[src/rtl/if_fetch_queue.sv]
// Instruction-fetch stage: one outstanding imem read at the current PC. Returned
// words are queued with their PC for decode. The PC register write enable is driven from here.
module if_fetch_queue #(
  parameter int ADDR_W = 32,
  parameter int DATA_W = 32,
  parameter int DEPTH  = 2
) (
  input  logic                    clk_i,
  input  logic                    rst_i,
  input  logic                    start_i,
  input  logic                    flush_i,
  input  logic [ADDR_W-1:0]       pc_i,
  output logic                    pc_write_o,
  output logic                    imem_req_o,
  output logic [ADDR_W-1:0]       imem_addr_o,
  input  logic                    imem_ack_i,
  input  logic [DATA_W-1:0]       imem_data_i,
  output logic                    id_valid_o,
  input  logic                    id_ready_i,
  output logic [DATA_W-1:0]       id_instr_o,
  output logic [ADDR_W-1:0]       id_pc_o,
  output logic [ADDR_W-1:0]       id_pc4_o,
  output logic [$clog2(DEPTH):0]  count_o
);

  localparam int PTR_W = $clog2(DEPTH);
  localparam int CNT_W = PTR_W + 1;
  localparam logic [CNT_W-1:0] DEPTH_C = CNT_W'(DEPTH);

  typedef enum logic [1:0] {
    IDLE = 2'd0,
    REQ  = 2'd1,
    DROP = 2'd2
  } state_e;

  state_e             state_q, state_d;
  logic [ADDR_W-1:0]  addr_q, addr_d;
  logic [PTR_W-1:0]   wr_ptr_q, wr_ptr_d;
  logic [PTR_W-1:0]   rd_ptr_q, rd_ptr_d;
  logic [CNT_W-1:0]   count_q, count_d;
  logic               push, pop;

  logic [DATA_W-1:0]  instr_mem_q [DEPTH];
  logic [ADDR_W-1:0]  pc_mem_q    [DEPTH];

  // NOTE: every signal written here gets a default first, so no path can infer a latch.
  always_comb begin
    state_d = state_q;
    addr_d  = addr_q;
    push    = 1'b0;
    unique case (state_q)
      IDLE: begin
        // Issuing only below DEPTH reserves the slot the eventual push will use.
        if (start_i && !flush_i && (count_q < DEPTH_C)) begin
          addr_d  = pc_i;
          state_d = REQ;
        end
      end
      REQ: begin
        if (imem_ack_i) begin
          push    = !flush_i;
          state_d = IDLE;
        end else if (flush_i) begin
          state_d = DROP;
        end
      end
      DROP: begin
        if (imem_ack_i) state_d = IDLE;
      end
      default: state_d = IDLE;
    endcase
  end

  assign id_valid_o = (count_q != '0);
  assign pop        = id_valid_o && id_ready_i && !flush_i;

  always_comb begin
    wr_ptr_d = wr_ptr_q;
    rd_ptr_d = rd_ptr_q;
    count_d  = count_q;
    if (flush_i) begin
      wr_ptr_d = '0;
      rd_ptr_d = '0;
      count_d  = '0;
    end else begin
      if (push) wr_ptr_d = wr_ptr_q + 1'b1;
      if (pop)  rd_ptr_d = rd_ptr_q + 1'b1;
      count_d = count_q + CNT_W'(push) - CNT_W'(pop);
    end
  end

  // NOTE: state registers use non-blocking assignments so every flop samples pre-edge values.
  always_ff @(posedge clk_i or negedge rst_i) begin
    if (!rst_i) begin
      state_q  <= IDLE;
      addr_q   <= '0;
      wr_ptr_q <= '0;
      rd_ptr_q <= '0;
      count_q  <= '0;
    end else begin
      state_q  <= state_d;
      addr_q   <= addr_d;
      wr_ptr_q <= wr_ptr_d;
      rd_ptr_q <= rd_ptr_d;
      count_q  <= count_d;
    end
  end

  // NOTE: storage is not reset; empty entries never reach the outputs because they are gated by id_valid_o.
  always_ff @(posedge clk_i) begin
    if (push) begin
      instr_mem_q[wr_ptr_q] <= imem_data_i;
      pc_mem_q[wr_ptr_q]    <= addr_q;
    end
  end

  assign imem_req_o  = (state_q != IDLE);
  assign imem_addr_o = addr_q;
  assign count_o     = count_q;

  // Held low during reset so a stray flush or ack cannot move the PC register.
  assign pc_write_o = rst_i && (flush_i || ((state_q == REQ) && imem_ack_i));

  assign id_instr_o = id_valid_o ? instr_mem_q[rd_ptr_q] : '0;
  assign id_pc_o    = id_valid_o ? pc_mem_q[rd_ptr_q]    : '0;
  assign id_pc4_o   = id_valid_o ? (pc_mem_q[rd_ptr_q] + ADDR_W'(4)) : '0;

  count_bound_a: assert property (@(posedge clk_i) disable iff (!rst_i) count_q <= DEPTH_C);

endmodule
[config.mk]
export PLATFORM = sky130hd
export DESIGN_NAME = if_fetch_queue
export DESIGN_NICKNAME = d
export VERILOG_FILES = /design/src/rtl/if_fetch_queue.sv
export SDC_FILE = /design/constraint.sdc
export NUM_CORES = 1
export LEC_CHECK = 0
export ABC_AREA = 1
export CORE_MARGIN = 4
export CORE_UTILIZATION = 35
export DETAILED_ROUTE_END_ITERATION = 8
export GPL_TIMING_DRIVEN = 0
export PLACE_DENSITY = 0.61
export SYNTH_ARGS = -nofsm -noshare
export SYNTH_HDL_FRONTEND = slang
export SYNTH_SLANG_ARGS = --single-unit
[constraint.sdc]
create_clock -name clk_i -period 10.2 [get_ports clk_i]
set_input_delay 3.06 -clock clk_i [delete_from_list [all_inputs] [get_ports clk_i]]
set_output_delay 3.06 -clock clk_i [all_outputs]
set_load 0.005 [all_outputs]
**After elaboration in Yosys (flattened, before gate mapping)**

Memory sizes are Yosys's and may differ from the RTL's.
Cells that the tools add are included.
Widths: inputs -> output; s select.

- Multiplexer cells: 17
- Add/sub/neg operators: 5
- Reductions and logical operators: 15
- Magnitude comparators: 1
- Eq/ne operators: 5

Operators with widths:

| operator | number |
|---|---|
| $mux 32 | 3 |
| $add 32x3->32 const B | 1 |
| $mux 2 | 5 |
| $mux 1 | 8 |
| $reduce_bool 2->1 | 4 |
| $logic_and 1x1->1 | 6 |
| $pmux 2 s3 | 1 |
| $ne 2x2->1 const B | 2 |
| $ne 3x3->1 const B | 1 |
| $reduce_and 3->1 | 1 |
| $add 1x1->1 const B | 2 |
| $add 2x1->2 | 1 |
| $eq 2x1->1 const B | 1 |
| $eq 2x2->1 const B | 1 |
| $logic_not 2->1 | 1 |
| $lt 2x2->1 const B | 1 |
| $reduce_and 2->1 | 1 |
| $sub 2x1->2 | 1 |
| $logic_not 1->1 | 1 |
| $logic_or 1x1->1 | 1 |

- Flip-flop bits (word level): 38
- Output and inout port bits: 133
- Logic and storage cells: 50
- Input bits: 70
- Memory bits (writable): 128
- Memories kept: 2

Memories:

| name | words | width | rd ports | clocked after memory_dff | wr ports | RTL line | source |
|---|---|---|---|---|---|---|---|
| instr_mem_q | 2 | 32 | 1 | 0 | 1 | 43 | `logic [DATA_W-1:0] instr_mem_q [DEPTH];` |
| pc_mem_q | 2 | 32 | 1 | 0 | 1 | 44 | `logic [ADDR_W-1:0] pc_mem_q [DEPTH];` |

**Longest topological paths before layout**

- Depth in word-level cells: 6
- Depth in mapped cells: 14
- Depth with buffers taken out: 13

**Worst setup path before layout**

No wires, ideal clock.

- Path type: input port to output port
- Start point: input flush_i
- End point: output pc_write_o
- Arrival time: 3.506 ns
- Data required time: 7.140 ns
- Path buffers: 0
- Stages: 3
- Setup slack: 3.634 ns
- Cell sequence: inv_1 nand3_1 a21boi_0

- Word-level cells in the longest chain between the ends: 2

Ends and longest elaborated chain:

| item | RTL line | source |
|---|---|---|
| start, declared | 11 | `input logic flush_i,` |
| $logic_or 1x1->1 | 122 | `assign pc_write_o = rst_i && (flush_i \|\| ((state_q == REQ) && imem_ack_i));` |
| $logic_and 1x1->1 | 122 |  |
| end, declared | 13 | `output logic pc_write_o,` |

Every way passes these cells.

**Final worst setup path**

Same ends and word-level chain as after synthesis.

==> impl_metrics.ini <==
[run_status]
status = complete, no violations

[setup_path]
critPathArrivalTime_ns = 4.84
crit_path_start_kind = input port
reg2reg_to = instr_mem_q[0][31]
timing.rr.start = state_q[0]
required_ns = 7.14
r2r_cells = 6
end_kind = primary output
crit_path_max_fanout = 7
regToRegSetupSlack_ns = 7.99
crit_end = pc_write_o
critPathKind = input port to primary output
cp-startpoint = flush_i

[placement]
dp_hpwl_um = 15800
dp.cells = 1242
io_buffers = 202
place_ws_ns = 2.31
placed_cell_area_um2 = 10200
gp_congestion = 0.839

[synthesis]
syn_nets = 832
synthesis.area_um2 = 7650
syn_inst = 759
synth_seq_area_share = 0.627
yosys.cell_types.count = 29
synth_top_area_share = 0.503
synth_top_area_cell = edfxtp_1
avgSynthCellArea_um2 = 10.1
synth.area.top_cells = edfxtp_1 50%, dfrtp_1 12%, nand2_1 12%
synth-seq-cells = 166
synth-warning-count = 0

[clock_network]
ctsHoldBuffers = 0
clock_latency_ns = 0.43
cts.clk_slew.worst_paths_ns = 0.06
cts_resized = 0
cts_buffers = 17
cts_buffer_depth = 2
cts_htree_levels = 4
cts_setup_buffers = 0
clock_sinks = 166
clockRootBuffer = clkbuf_16
cts_tree = yes

[routing]
drt-total-wl_um = 21000
drc = 0
viasPerCell = 4.57
ant_nets = 0
drt-pass1-iter-count = 5
wl_per_cell_um = 16.5
vias = 5828
drt-initial-drc-count = 394

[floorplan]
initial_core_util = 0.359
die_area_um2 = 24300
num_rows = 53
die_x_um = 156
core_um2 = 21300
dieHeight_um = 156
io_pins = 203

[final_layout]
fillers = 1937
area_delta_synth_final_pct = 40.3
antenna_cells = 0
fin_area_um2 = 10700
fin_cells = 1274
drive_gt1_frac = 0.133
fin_nets = 1059

[sta]
rsz0062_at_grt = false
worstMarginPinSlew_ns = 0.679
clock-skew-final_ns = 0.0117
fmax_mhz = 127
finalMaxSlewViolations = 0
setup_tns_ns = 0
finalHoldViolCount = 0
period_needed_ns = 7.90
finalCritPeriodShare = 0.775
hold_ws_ns = 0.494
relSlewSlack = 0.547
fin_ws_ns = 2.30
finalSetupViolCount = 0

[global_route]
grt_pass1_wl_um = 32500
globalRouteOverflowTotal = 0
antenna_found_initial = 0
grt_max_degree = 35
grt_use_total = 0.175
grt_pass1_vias = 5725

[power]
peakVddDrop_mv = 0.118
p_leak_nw = 4.26
power_density_nw_per_um2 = 168

[flow_run]
drv_cap = 0

[min_path]
min_path_cells = 0
min-delay-path-class = register to register
[sequential cells by signal, summed over array words and instances (netlist names)]
signal,cells
pc_mem_q,64
wr_ptr_q,1
imem_addr_o,32
count_o,2
rd_ptr_q,1
instr_mem_q,64
state_q,2
[power breakdown]
group | switching (W) | internal, W
logic | 0.000153 | 0.000192
registers | 0.0000470 | 0.000798
clock network | 0.000294 | 0.000324
total | 0.000494 | 0.00131
[worst min path at each step]
| stage | from | end | slack (ns) |
|---|---|---|---|
| final | imem_addr_o[10] | pc_mem_q[1][10] | 0.49 |
| after global routing | imem_addr_o[4] | pc_mem_q[0][4] | 0.51 |
| after CTS | imem_addr_o[4] | pc_mem_q[0][4] | 0.49 |
| after detailed placement | imem_addr_o[4] | pc_mem_q[0][4] | 0.48 |
| after global placement | imem_addr_o[4] | pc_mem_q[0][4] | 0.48 |
| after floorplan | state_q[1] | state_q[0] | 0.48 |
[cells by family (layout without fill, tap and decap cells)]
family | count (synthesis) | in the layout | synth area share
xor gates and xnor gates | 3 | 3 | 0.00344
DFF | 166 | 166 | 0.627
AOI/OAI and AO/OA | 68 | 68 | 0.0460
muxes | 32 | 32 | 0.0471
adders and majority gates | 3 | 3 | 0.00491
buffers and inverters | 111 | 351 | 0.0641
and+or+nand+nor | 376 | 376 | 0.207
[cell type report]
type	instances	area [µm²]	share of cell area
Inverter	81	309	0.0288
Timing Repair Buffer	208	2160	0.201
Sequential cell	166	4790	0.447
Multi-Input combinational cell	482	2380	0.221
Clock buffer	18	429	0.0400
Clock inverter	14	136	0.0127
Tap cell	275	344	0.0321
Buffer	30	181	0.0169
[placed cells by master, fill, tap and decap left out, types with 5 or more instances in the layout]
| cell | synthesis | final |
|---|---|---|
| buf_1 | 8 | 8 |
| clkbuf_16 | 0 | 17 |
| nand2_1 | 243 | 243 |
| clkdlybuf4s50_1 | 0 | 201 |
| o21ai_0 | 10 | 10 |
| nor2_4 | 6 | 8 |
| nor2_1 | 69 | 67 |
| clkbuf_1 | 4 | 5 |
| inv_6 | 1 | 5 |
| nand3_1 | 21 | 21 |
| mux2_2 | 32 | 32 |
| dfrtp_1 | 38 | 38 |
| buf_2 | 9 | 10 |
| inv_1 | 79 | 79 |
| buf_4 | 5 | 5 |
| nand2_2 | 25 | 25 |
| a21oi_1 | 50 | 50 |
| edfxtp_1 | 128 | 128 |
| nor2_2 | 8 | 8 |
[Yosys cell counts, drive strengths merged]
library cell  count
clkbuf            4
edfxtp          128
a21boi            1
o21a              2
nand4             2
dfrtp            38
o41ai             1
xnor2             1
mux2             32
o21ai            14
xor2              2
nand2           270
buf              26
ha                3
nor2             83
inv              81
a21oi            50
nand3            21
[layer usage]
layer  part of all wire  GRT usage  vias up
met1               0.46      0.242     2734
met2               0.48      0.280      153
met5                  0          0        -
li1                   -          -     2917
met4              0.019     0.0521        0
met3              0.046     0.0347       24
[through the flow]
stage	utilization	power, W
2_1_floorplan	-	0.000981
3_3_place_gp	0.470	0.00120
3_5_place_dp	0.478	0.00121
4_1_cts	0.504	0.00183
5_1_grt	0.504	0.00189
6_report	0.504	0.00181
[critical path, stage by stage]
cell	delay, ns
clkdlybuf4s50_1	0.53
inv_1	0.17
nand3_1	0.27
a21boi_0	0.27
clkdlybuf4s50_1	0.55
Note: power is estimated with default switching activity, not from simulation.
